$ cat src/rtl/crono_pkg.sv
// Shared definitions for the countdown timer: state encoding, BCD limits and
// the legal-time check used when a programmed value is captured.
package crono_pkg;

  // PAUSE only becomes reachable when CRONO_PAUSE_EN is defined
  typedef enum logic [2:0] {
    ST_IDLE  = 3'd0,
    ST_PROG  = 3'd1,
    ST_RUN   = 3'd2,
    ST_RING  = 3'd3,
    ST_PAUSE = 3'd4
  } crono_state_t;

  localparam logic [7:0] BCD_MAX_MS = 8'h59;
  localparam logic [7:0] BCD_MAX_HH = 8'h23;

  function automatic logic bcd_hms_legal(input logic [7:0] hh,
                                         input logic [7:0] mm,
                                         input logic [7:0] ss);
    return (hh[3:0] <= 4'd9) && (mm[3:0] <= 4'd9) && (ss[3:0] <= 4'd9) &&
           (mm[7:4] <= 4'd5) && (ss[7:4] <= 4'd5) && (hh <= BCD_MAX_HH);
  endfunction

endpackage

$ cat src/rtl/bcd_hms_dec.sv
// Combinational one-second BCD decrement of hh:mm:ss with borrow ss->mm->hh.
// 00:00:00 saturates; zero flags when the decremented result is 00:00:00.
module bcd_hms_dec
  import crono_pkg::*;
(
  input  logic [7:0] hh,
  input  logic [7:0] mm,
  input  logic [7:0] ss,
  output logic [7:0] hh_dec,
  output logic [7:0] mm_dec,
  output logic [7:0] ss_dec,
  output logic       zero
);

  // Two-digit BCD decrement; bit 8 is the borrow out, wrap is the value after borrow
  function automatic logic [8:0] bcd2_dec(input logic [7:0] v, input logic [7:0] wrap);
    if (v[3:0] != 4'd0)
      return {1'b0, v[7:4], v[3:0] - 4'd1};
    else if (v[7:4] != 4'd0)
      return {1'b0, v[7:4] - 4'd1, 4'd9};
    else
      return {1'b1, wrap};
  endfunction

  logic [8:0] ss_res;
  logic [8:0] mm_res;
  logic [8:0] hh_res;
  logic       in_zero;

  always_comb begin
    in_zero = (hh == 8'h00) && (mm == 8'h00) && (ss == 8'h00);
    ss_res  = bcd2_dec(ss, BCD_MAX_MS);
    mm_res  = ss_res[8] ? bcd2_dec(mm, BCD_MAX_MS) : {1'b0, mm};
    hh_res  = mm_res[8] ? bcd2_dec(hh, BCD_MAX_HH) : {1'b0, hh};
    if (in_zero) begin
      hh_dec = 8'h00;
      mm_dec = 8'h00;
      ss_dec = 8'h00;
    end else begin
      hh_dec = hh_res[7:0];
      mm_dec = mm_res[7:0];
      ss_dec = ss_res[7:0];
    end
    zero = (hh_dec == 8'h00) && (mm_dec == 8'h00) && (ss_dec == 8'h00);
  end

endmodule

$ cat src/rtl/crono_countdown_ctrl.sv
// Countdown timer sequencer: program, run on a 1 s tick, ring on expiry.
// Define CRONO_PAUSE_EN to let iniciar toggle RUN/PAUSE.
module crono_countdown_ctrl
  import crono_pkg::*;
#(
  parameter int unsigned TICK_DIV  = 100000000,
  parameter int unsigned RING_SECS = 10
) (
  input  logic       clk,
  input  logic       reset,
  input  logic       programar,
  input  logic       iniciar,
  input  logic       load_valid,
  input  logic [7:0] load_hh,
  input  logic [7:0] load_mm,
  input  logic [7:0] load_ss,
  input  logic       ring_ack,
  output logic [7:0] hh,
  output logic [7:0] mm,
  output logic [7:0] ss,
  output logic       crono_activo,
  output logic       ring,
  output logic       finalizo,
  output logic [1:0] state
);

  localparam int TICK_W = (TICK_DIV > 1) ? $clog2(TICK_DIV) : 1;
  localparam logic [TICK_W-1:0] TICK_LAST = TICK_W'(TICK_DIV - 1);
  localparam logic [7:0]        RING_LAST = 8'(RING_SECS - 1);

  crono_state_t      state_reg;
  logic [TICK_W-1:0] tick_cnt_reg;
  logic [7:0]        ring_cnt_reg;

  logic [7:0] hh_dec, mm_dec, ss_dec;
  logic       dec_zero;
  logic       tick;
  logic       load_ok;
  logic       start_nonzero;

  bcd_hms_dec u_dec (
    .hh     (hh),
    .mm     (mm),
    .ss     (ss),
    .hh_dec (hh_dec),
    .mm_dec (mm_dec),
    .ss_dec (ss_dec),
    .zero   (dec_zero)
  );

  assign tick    = (tick_cnt_reg == TICK_LAST);
  assign load_ok = load_valid && bcd_hms_legal(load_hh, load_mm, load_ss);
  // A load in the same cycle as iniciar is what gets started
  assign start_nonzero = load_ok ? (|{load_hh, load_mm, load_ss}) : (|{hh, mm, ss});
  assign state = (state_reg == ST_PAUSE) ? 2'd2 : state_reg[1:0];

  always_ff @(posedge clk) begin
    if (reset) begin
      state_reg    <= ST_IDLE;
      hh           <= 8'h00;
      mm           <= 8'h00;
      ss           <= 8'h00;
      crono_activo <= 1'b0;
      ring         <= 1'b0;
      finalizo     <= 1'b0;
      tick_cnt_reg <= '0;
      ring_cnt_reg <= 8'h00;
    end else begin
      finalizo <= 1'b0;
      case (state_reg)
        ST_IDLE: begin
          if (programar) state_reg <= ST_PROG;
        end
        ST_PROG: begin
          if (load_ok) begin
            hh <= load_hh;
            mm <= load_mm;
            ss <= load_ss;
          end
          if (iniciar && start_nonzero) begin
            state_reg    <= ST_RUN;
            crono_activo <= 1'b1;
            tick_cnt_reg <= '0;
          end
        end
        ST_RUN: begin
          if (programar) begin
            state_reg    <= ST_PROG;
            crono_activo <= 1'b0;
`ifdef CRONO_PAUSE_EN
          end else if (iniciar) begin
            state_reg <= ST_PAUSE;
`endif
          end else begin
            tick_cnt_reg <= tick ? '0 : tick_cnt_reg + 1'b1;
            if (tick) begin
              hh <= hh_dec;
              mm <= mm_dec;
              ss <= ss_dec;
              if (dec_zero) begin
                state_reg    <= ST_RING;
                crono_activo <= 1'b0;
                ring         <= 1'b1;
                finalizo     <= 1'b1;
                ring_cnt_reg <= 8'h00;
              end
            end
          end
        end
        ST_RING: begin
          if (programar) begin
            state_reg <= ST_PROG;
            ring      <= 1'b0;
          end else if (ring_ack) begin
            state_reg <= ST_IDLE;
            ring      <= 1'b0;
          end else begin
            tick_cnt_reg <= tick ? '0 : tick_cnt_reg + 1'b1;
            if (tick) begin
              if (ring_cnt_reg == RING_LAST) begin
                state_reg <= ST_IDLE;
                ring      <= 1'b0;
              end else begin
                ring_cnt_reg <= ring_cnt_reg + 8'd1;
              end
            end
          end
        end
`ifdef CRONO_PAUSE_EN
        ST_PAUSE: begin
          // Tick counter is deliberately left untouched so the phase survives
          if (programar) begin
            state_reg    <= ST_PROG;
            crono_activo <= 1'b0;
          end else if (iniciar) begin
            state_reg <= ST_RUN;
          end
        end
`endif
        default: begin
          state_reg    <= ST_IDLE;
          crono_activo <= 1'b0;
          ring         <= 1'b0;
        end
      endcase
    end
  end

endmodule

$ cat config.mk
export PLATFORM = sky130hd
export DESIGN_NAME = crono_countdown_ctrl
export DESIGN_NICKNAME = d
export VERILOG_FILES = /design/src/rtl/crono_pkg.sv /design/src/rtl/bcd_hms_dec.sv /design/src/rtl/crono_countdown_ctrl.sv
export SDC_FILE = /design/constraint.sdc
export NUM_CORES = 1
export LEC_CHECK = 0
export CORE_UTILIZATION = 40
export CTS_CLUSTER_SIZE = 14
export DETAILED_ROUTE_END_ITERATION = 16
export REMOVE_ABC_BUFFERS = 1
export SYNTH_ARGS = -nofsm -noshare
export SYNTH_HDL_FRONTEND = slang
export SYNTH_SLANG_ARGS = --single-unit
$ cat constraint.sdc
create_clock -name clk -period 6.7 [get_ports clk]
set_input_delay 1.34 -clock clk [delete_from_list [all_inputs] [get_ports clk]]
set_output_delay 1.34 -clock clk [all_outputs]
set_load 0.02 [all_outputs]
==> results of run 1 <==
worst reg2reg max path, cell delays in order, from the launching register on:
cell	delay (ps)
dfxtp_1	390
inv_1	110
ha_1	310
nor3b_4	480
nand4_4	260
nor2_1	280
mux2i_1	360
o21ai_0	240
o41ai_1	1100
a31o_2	280
a21oi_1	60
power breakdown:
part | leakage [uW] | switching (uW) | internal, uW
clock network | 0.000117 | 167 | 222
registers | 0.000518 | 110 | 436
logic | 0.00103 | 808 | 484
total | 0.00166 | 1080 | 1140
path summary, 6_finish.rpt:
check,start,endpoint,slack (ps),depth (start not counted)
setup / recovery,load_hh[6],tick_cnt_reg[16],2640,9
hold / removal,ring_cnt_reg[7],ring_cnt_reg[7],480,2
setup reg to reg,ss[0],ring_cnt_reg[3],2720,10
hold reg to reg,ring_cnt_reg[7],ring_cnt_reg[7],480,2
cell type report:
cell class	instances	area (um^2)
clock buffers	10	138
multi-input cells	413	2540
well taps	133	166
inverters	23	86.3
flip-flops and latches	64	1280
repair buffers	62	611
clock inverters	6	91.3
fillers	966	4860
per-stage QoR:
stage	instances	power [uW]	area [um^2]	setup slack [ps]
CTS	711	2210	4910	2690
finish	711	2230	4910	2640
global placement	695	1810	4680	2410
floorplan	500	1410	3910	3110
global route	711	2370	4910	2420
detailed placement	695	1810	4680	2330
cell usage after synthesis (4+ instances only):
library cell   n
nor2_1        72
dfxtp_1       64
a21oi_1       40
nand2_1       40
o21ai_0       32
nand3_1       24
inv_1         23
nor3_1        18
nand4_1       17
clkbuf_1      16
nor4_1        16
xor2_1        15
ha_1          10
xnor2_1        9
and3_1         8
a211oi_1       6
mux2i_1        5
nand2b_1       5
nand4b_1       5
nor3b_1        5
o211ai_1       5
or3_1          5
or4_1          5
a31oi_1        4
kinds of logic (layout without fill, tap and decap cells):
family / Yosys count / after routing / share of synthesized area, %
xor gates and xnor gates: 24 / 24 / 5.21
AOI/OAI and AO/OA: 122 / 122 / 19.1
adders and majority gates: 10 / 10 / 3.10
buffers and inverters: 45 / 101 / 5.33
and+or+nand+nor: 250 / 250 / 33.6
DFF: 64 / 64 / 31.8
muxes: 7 / 7 / 1.89
routing by layer:
metal  up-vias  track usage, %  part of all wire, %
li1       2021               -                    -
met1      1953            33.7                   49
met2       130            35.1                   45
met3        10            4.51                  5.4
met4         0            5.71                 0.94
met5         -               0                    0
cells in the final DEF (no fill, tap or decap), drive strengths merged, types with 3 or more instances in the layout:
cell	synthesis	layout
a31oi	4	4
a31o	3	3
a22oi	3	3
nand2	40	40
nand2b	5	5
clkbuf	19	10
and2	3	3
o31ai	3	3
nand3	24	24
nor4	18	18
xor2	15	15
ha	10	10
nor2b	3	3
xnor2	9	9
or4	6	6
nand4	19	19
nand4b	5	5
nor3	18	18
o211ai	5	5
inv	23	24
dfxtp	64	64
clkdlybuf4s50	0	58
a311oi	3	3
or3	8	8
o2bb2ai	3	3
a211oi	6	6
mux2i	5	5
and3	9	9
buf	3	4
o21ai	34	34
clkinv	0	3
a21oi	40	40
nor2	72	72
or3b	3	3
nor3b	6	6
==> results.tsv, run 1 <==
metric	value	unit
crit path capture type	flip-flop	
top cells by area, synth	dfxtp_1, nor2_1, a21oi_1, o21ai_0, nand2_1	
WP buf/inv	1	
VDD IR max	0.217	mV
core area	9770	um^2
Detail Placement HPWL	8370	um
gpl congestion	0.959	
Avg Cell Area, Syn	7.73	um^2
f_max	0.246	GHz
total setup buffers inserted after CTS	0	
Clock Latency Late Sink	350	ps
largest net degree at the start of global routing	37	
min-delay worst type	reg -> reg	
crit-path max FO	8	
initial core utilization	41.3	%
final hold violations	0	
WS Path Type	in -> reg	
H-tree depth	3	
Final Critical Period	4060	ps
DRC Markers	0	
layout cells sized above 1	7.61	%
Vias	4114	
Layout area overhead	21.7	%
clock sink count	64	
post-cts resize count	0	
Die Span X	102	um
clk buf depth	2	
clk slew on worst S/H paths	80	ps
hold slack final	479	ps
# diodes	0	
final antenna-violating net count	0	
Layout Skew	11.5	ps
slowest stage cell on the critical path	nor4_1	
Post-synth EDFFs	0	
RSZ-0062 raised after global routing	no	
CP top delay family	simple AND/OR/NAND/NOR gates	
final global-route overflow total	0	
register area share after synthesis	31.8	%
Util after Layout	50.3	%
Post-Synthesis Cells	522	
Leak Pwr	0.00166	uW
max FFs per register	27	
Critical Path AT	4290	ps
final number of max-transition violations	0	
area of the die	10500	um^2
DIE HEIGHT	102	um
root buf cell	clkbuf_8	
Final setup viols	0	
maxcap violations	0	
cells along the critical path	clkdlybuf4s50_1, nor4_1, nand4_1, o2111ai_1, nand3b_1, nor4_1, nand3_1, xor2_1, nor2_1	
status	complete, no violations	
fin nets	613	
port bufs	58	
Max-slew headroom	19.0	%
antenna violations before repair	0	
GRT Util Overall	23.2	%
synthesized area	4040	um^2
WL per Instance	16.4	um
Starting DRT DRC Count	261	
post-synth top area share	31.8	%
vias in the first global route	3731	
I/O pin cnt	59	
ys async rst share	0	%
Via density	5.79	
hold buffers post-CTS	0	
Synth Register Bits	64	
most used cell, CP	nor4_1	
largest area contributor in the netlist	dfxtp_1	
DRT Pass-1 Iters	5	
Synth Flop Type	dfxtp_1	
Syn. warnings	0	
total CTS buffers	9	
number of cell rows	36	
Critical Path RT	6930	ps
drt total wl	11700	um
Startpoint Class	input pin	
Worst Tran Pin Value	1200	ps
CTS tree	yes	
first-pass GRT wire length	18900	um
setup TNS	0	ps
Final Cycle Share	60.7	%
Netlist cell types	70	
Pwr per Cell Area	453	nW/um^2
Slowest Stage Delay on Critical Path	770	ps
(Power assumes the default switching activity.)
==> run 2, diff against run 1 <==
clock period = 3.5 ns   (was 6.7 ns; I/O delays follow)
==> run 2 against run 1 <==
Via count up 1.5%. Global-route usage grew 0.11 points. Flip-flop and latch count unchanged. First-iteration DRC count decreased by 18%. Cell count grew 2.8%. Largest cell class unchanged. Largest power group unchanged. Highest routed layer unchanged.
==> results.tsv, run 2 (same netlist as run 1, synthesis figures left out) <==
metric	value	unit
Util after Layout	51.9	%
maxcap violations	0	
min-delay worst type	reg -> reg	
area of the die	10500	um^2
number of cell rows	36	
CTS tree	yes	
Final Cycle Share	93.6	%
clk slew on worst S/H paths	70	ps
Leak Pwr	0.00176	uW
final global-route overflow total	0	
clock sink count	64	
DIE HEIGHT	102	um
Clock Latency Late Sink	360	ps
total setup buffers inserted after CTS	0	
DRC Markers	0	
core area	9770	um^2
Max-slew headroom	46.9	%
vias in the first global route	3804	
hold slack final	483	ps
hold buffers post-CTS	0	
placed instance area	4830	um^2
f_max	0.305	GHz
setup TNS	0	ps
clk buf depth	2	
Detail Placement HPWL	8630	um
antenna violations before repair	0	
post-cts resize count	0	
port bufs	58	
initial core utilization	41.3	%
Slowest Stage Delay on Critical Path	570	ps
root buf cell	clkbuf_8	
crit path capture type	flip-flop	
Vias	4177	
# diodes	0	
Final setup viols	0	
I/O pin cnt	59	
largest net degree at the start of global routing	36	
CP top delay family	simple AND/OR/NAND/NOR gates	
most common library cell in the layout ignoring fill and taps	nor2_1	
most frequent cells in the layout	nor2_1, dfxtp_1, clkdlybuf4s50_1	
Via density	5.71	
final antenna-violating net count	0	
slowest stage cell on the critical path	o41a_1	
cells along the critical path	inv_1, ha_1, or3b_2, nor2_1, mux2i_1, o21ai_0, o41a_1, or4_1, a21oi_1	
post-route cell area	5080	um^2
layout cells sized above 1	10.7	%
Critical Path AT	3570	ps
WS Path Type	reg -> reg	
total CTS buffers	9	
Worst Tran Pin Value	790	ps
drt total wl	11800	um
Layout area overhead	25.8	%
filler cell count in the final layout	984	
max FFs per register	27	
status	complete, no violations	
Critical Path RT	3790	ps
RSZ-0062 raised after global routing	no	
gpl congestion	0.920	
WP buf/inv	1	
DRT Pass-1 Iters	5	
Die Span X	102	um
crit-path max FO	10	
VDD IR max	0.442	mV
Layout Skew	6.23	ps
final number of max-transition violations	0	
WL per Instance	16.1	um
Final Critical Period	3280	ps
final hold violations	0	
Starting DRT DRC Count	213	
fin nets	633	
first-pass GRT wire length	18900	um
GRT Util Overall	23.3	%
Pwr per Cell Area	894	nW/um^2
Startpoint Class	flip-flop	
H-tree depth	3	
run 2: changes by cell type in the layout (fill, tap and decap cells not counted):
cell / before / now
clkinvlp_4: 0 / 2
bufinv_16: 2 / 3
buf_4: 4 / 24
clkbuf_8: 10 / 9
clkinv_4: 2 / 0
run 2: path summary, 6_finish.rpt:
check	from	end	slack, ps	depth (start not counted)
hold / removal	ring_cnt_reg[7]	ring_cnt_reg[7]	480	2
hold reg to reg	ring_cnt_reg[7]	ring_cnt_reg[7]	480	2
setup / recovery	hh[0]	ring_cnt_reg[7]	220	9
setup reg to reg	hh[0]	ring_cnt_reg[7]	220	9
run 2: worst min-delay path, cell delays in order (launching register included):
cell and delay [ps]:
dfxtp_1 320, o31ai_1 60, a21oi_1 50
run 2: layout make-up:
class / count / area, um^2 / area share, %
multi-input combinational: 413 / 2540 / 50.0
sequential: 64 / 1280 / 25.2
timing repair buffer: 82 / 761 / 15.0
tap: 133 / 166 / 3.28
clock buffer: 9 / 124 / 2.44
clock inverter: 7 / 119 / 2.34
inverter: 23 / 86.3 / 1.70
run 2: report_power, final:
group	internal, uW	switching (uW)
combinational	1110	1650
clock	474	315
sequential	835	158
total	2420	2120
run 2: routing by layer:
| layer | track usage (%) | vias to the layer above | share of wire, % |
|---|---|---|---|
| li1 | - | 2065 | - |
| met1 | 33.4 | 1956 | 48 |
| met2 | 34.9 | 140 | 44 |
| met3 | 3.83 | 16 | 6.2 |
| met4 | 8.68 | 0 | 1.5 |
| met5 | 0 | - | 0 |
run 2: through the flow:
| step | instances | total power, uW | worst slack (ps) |
|---|---|---|---|
| 4_1_cts | 731 | 4510 | 244 |
| 3_3_place_gp | 715 | 3710 | 221 |
| 3_5_place_dp | 715 | 3700 | 165 |
| 5_1_grt | 731 | 4840 | 18.6 |
| 2_1_floorplan | 500 | 2690 | 388 |
| 6_report | 731 | 4540 | 224 |
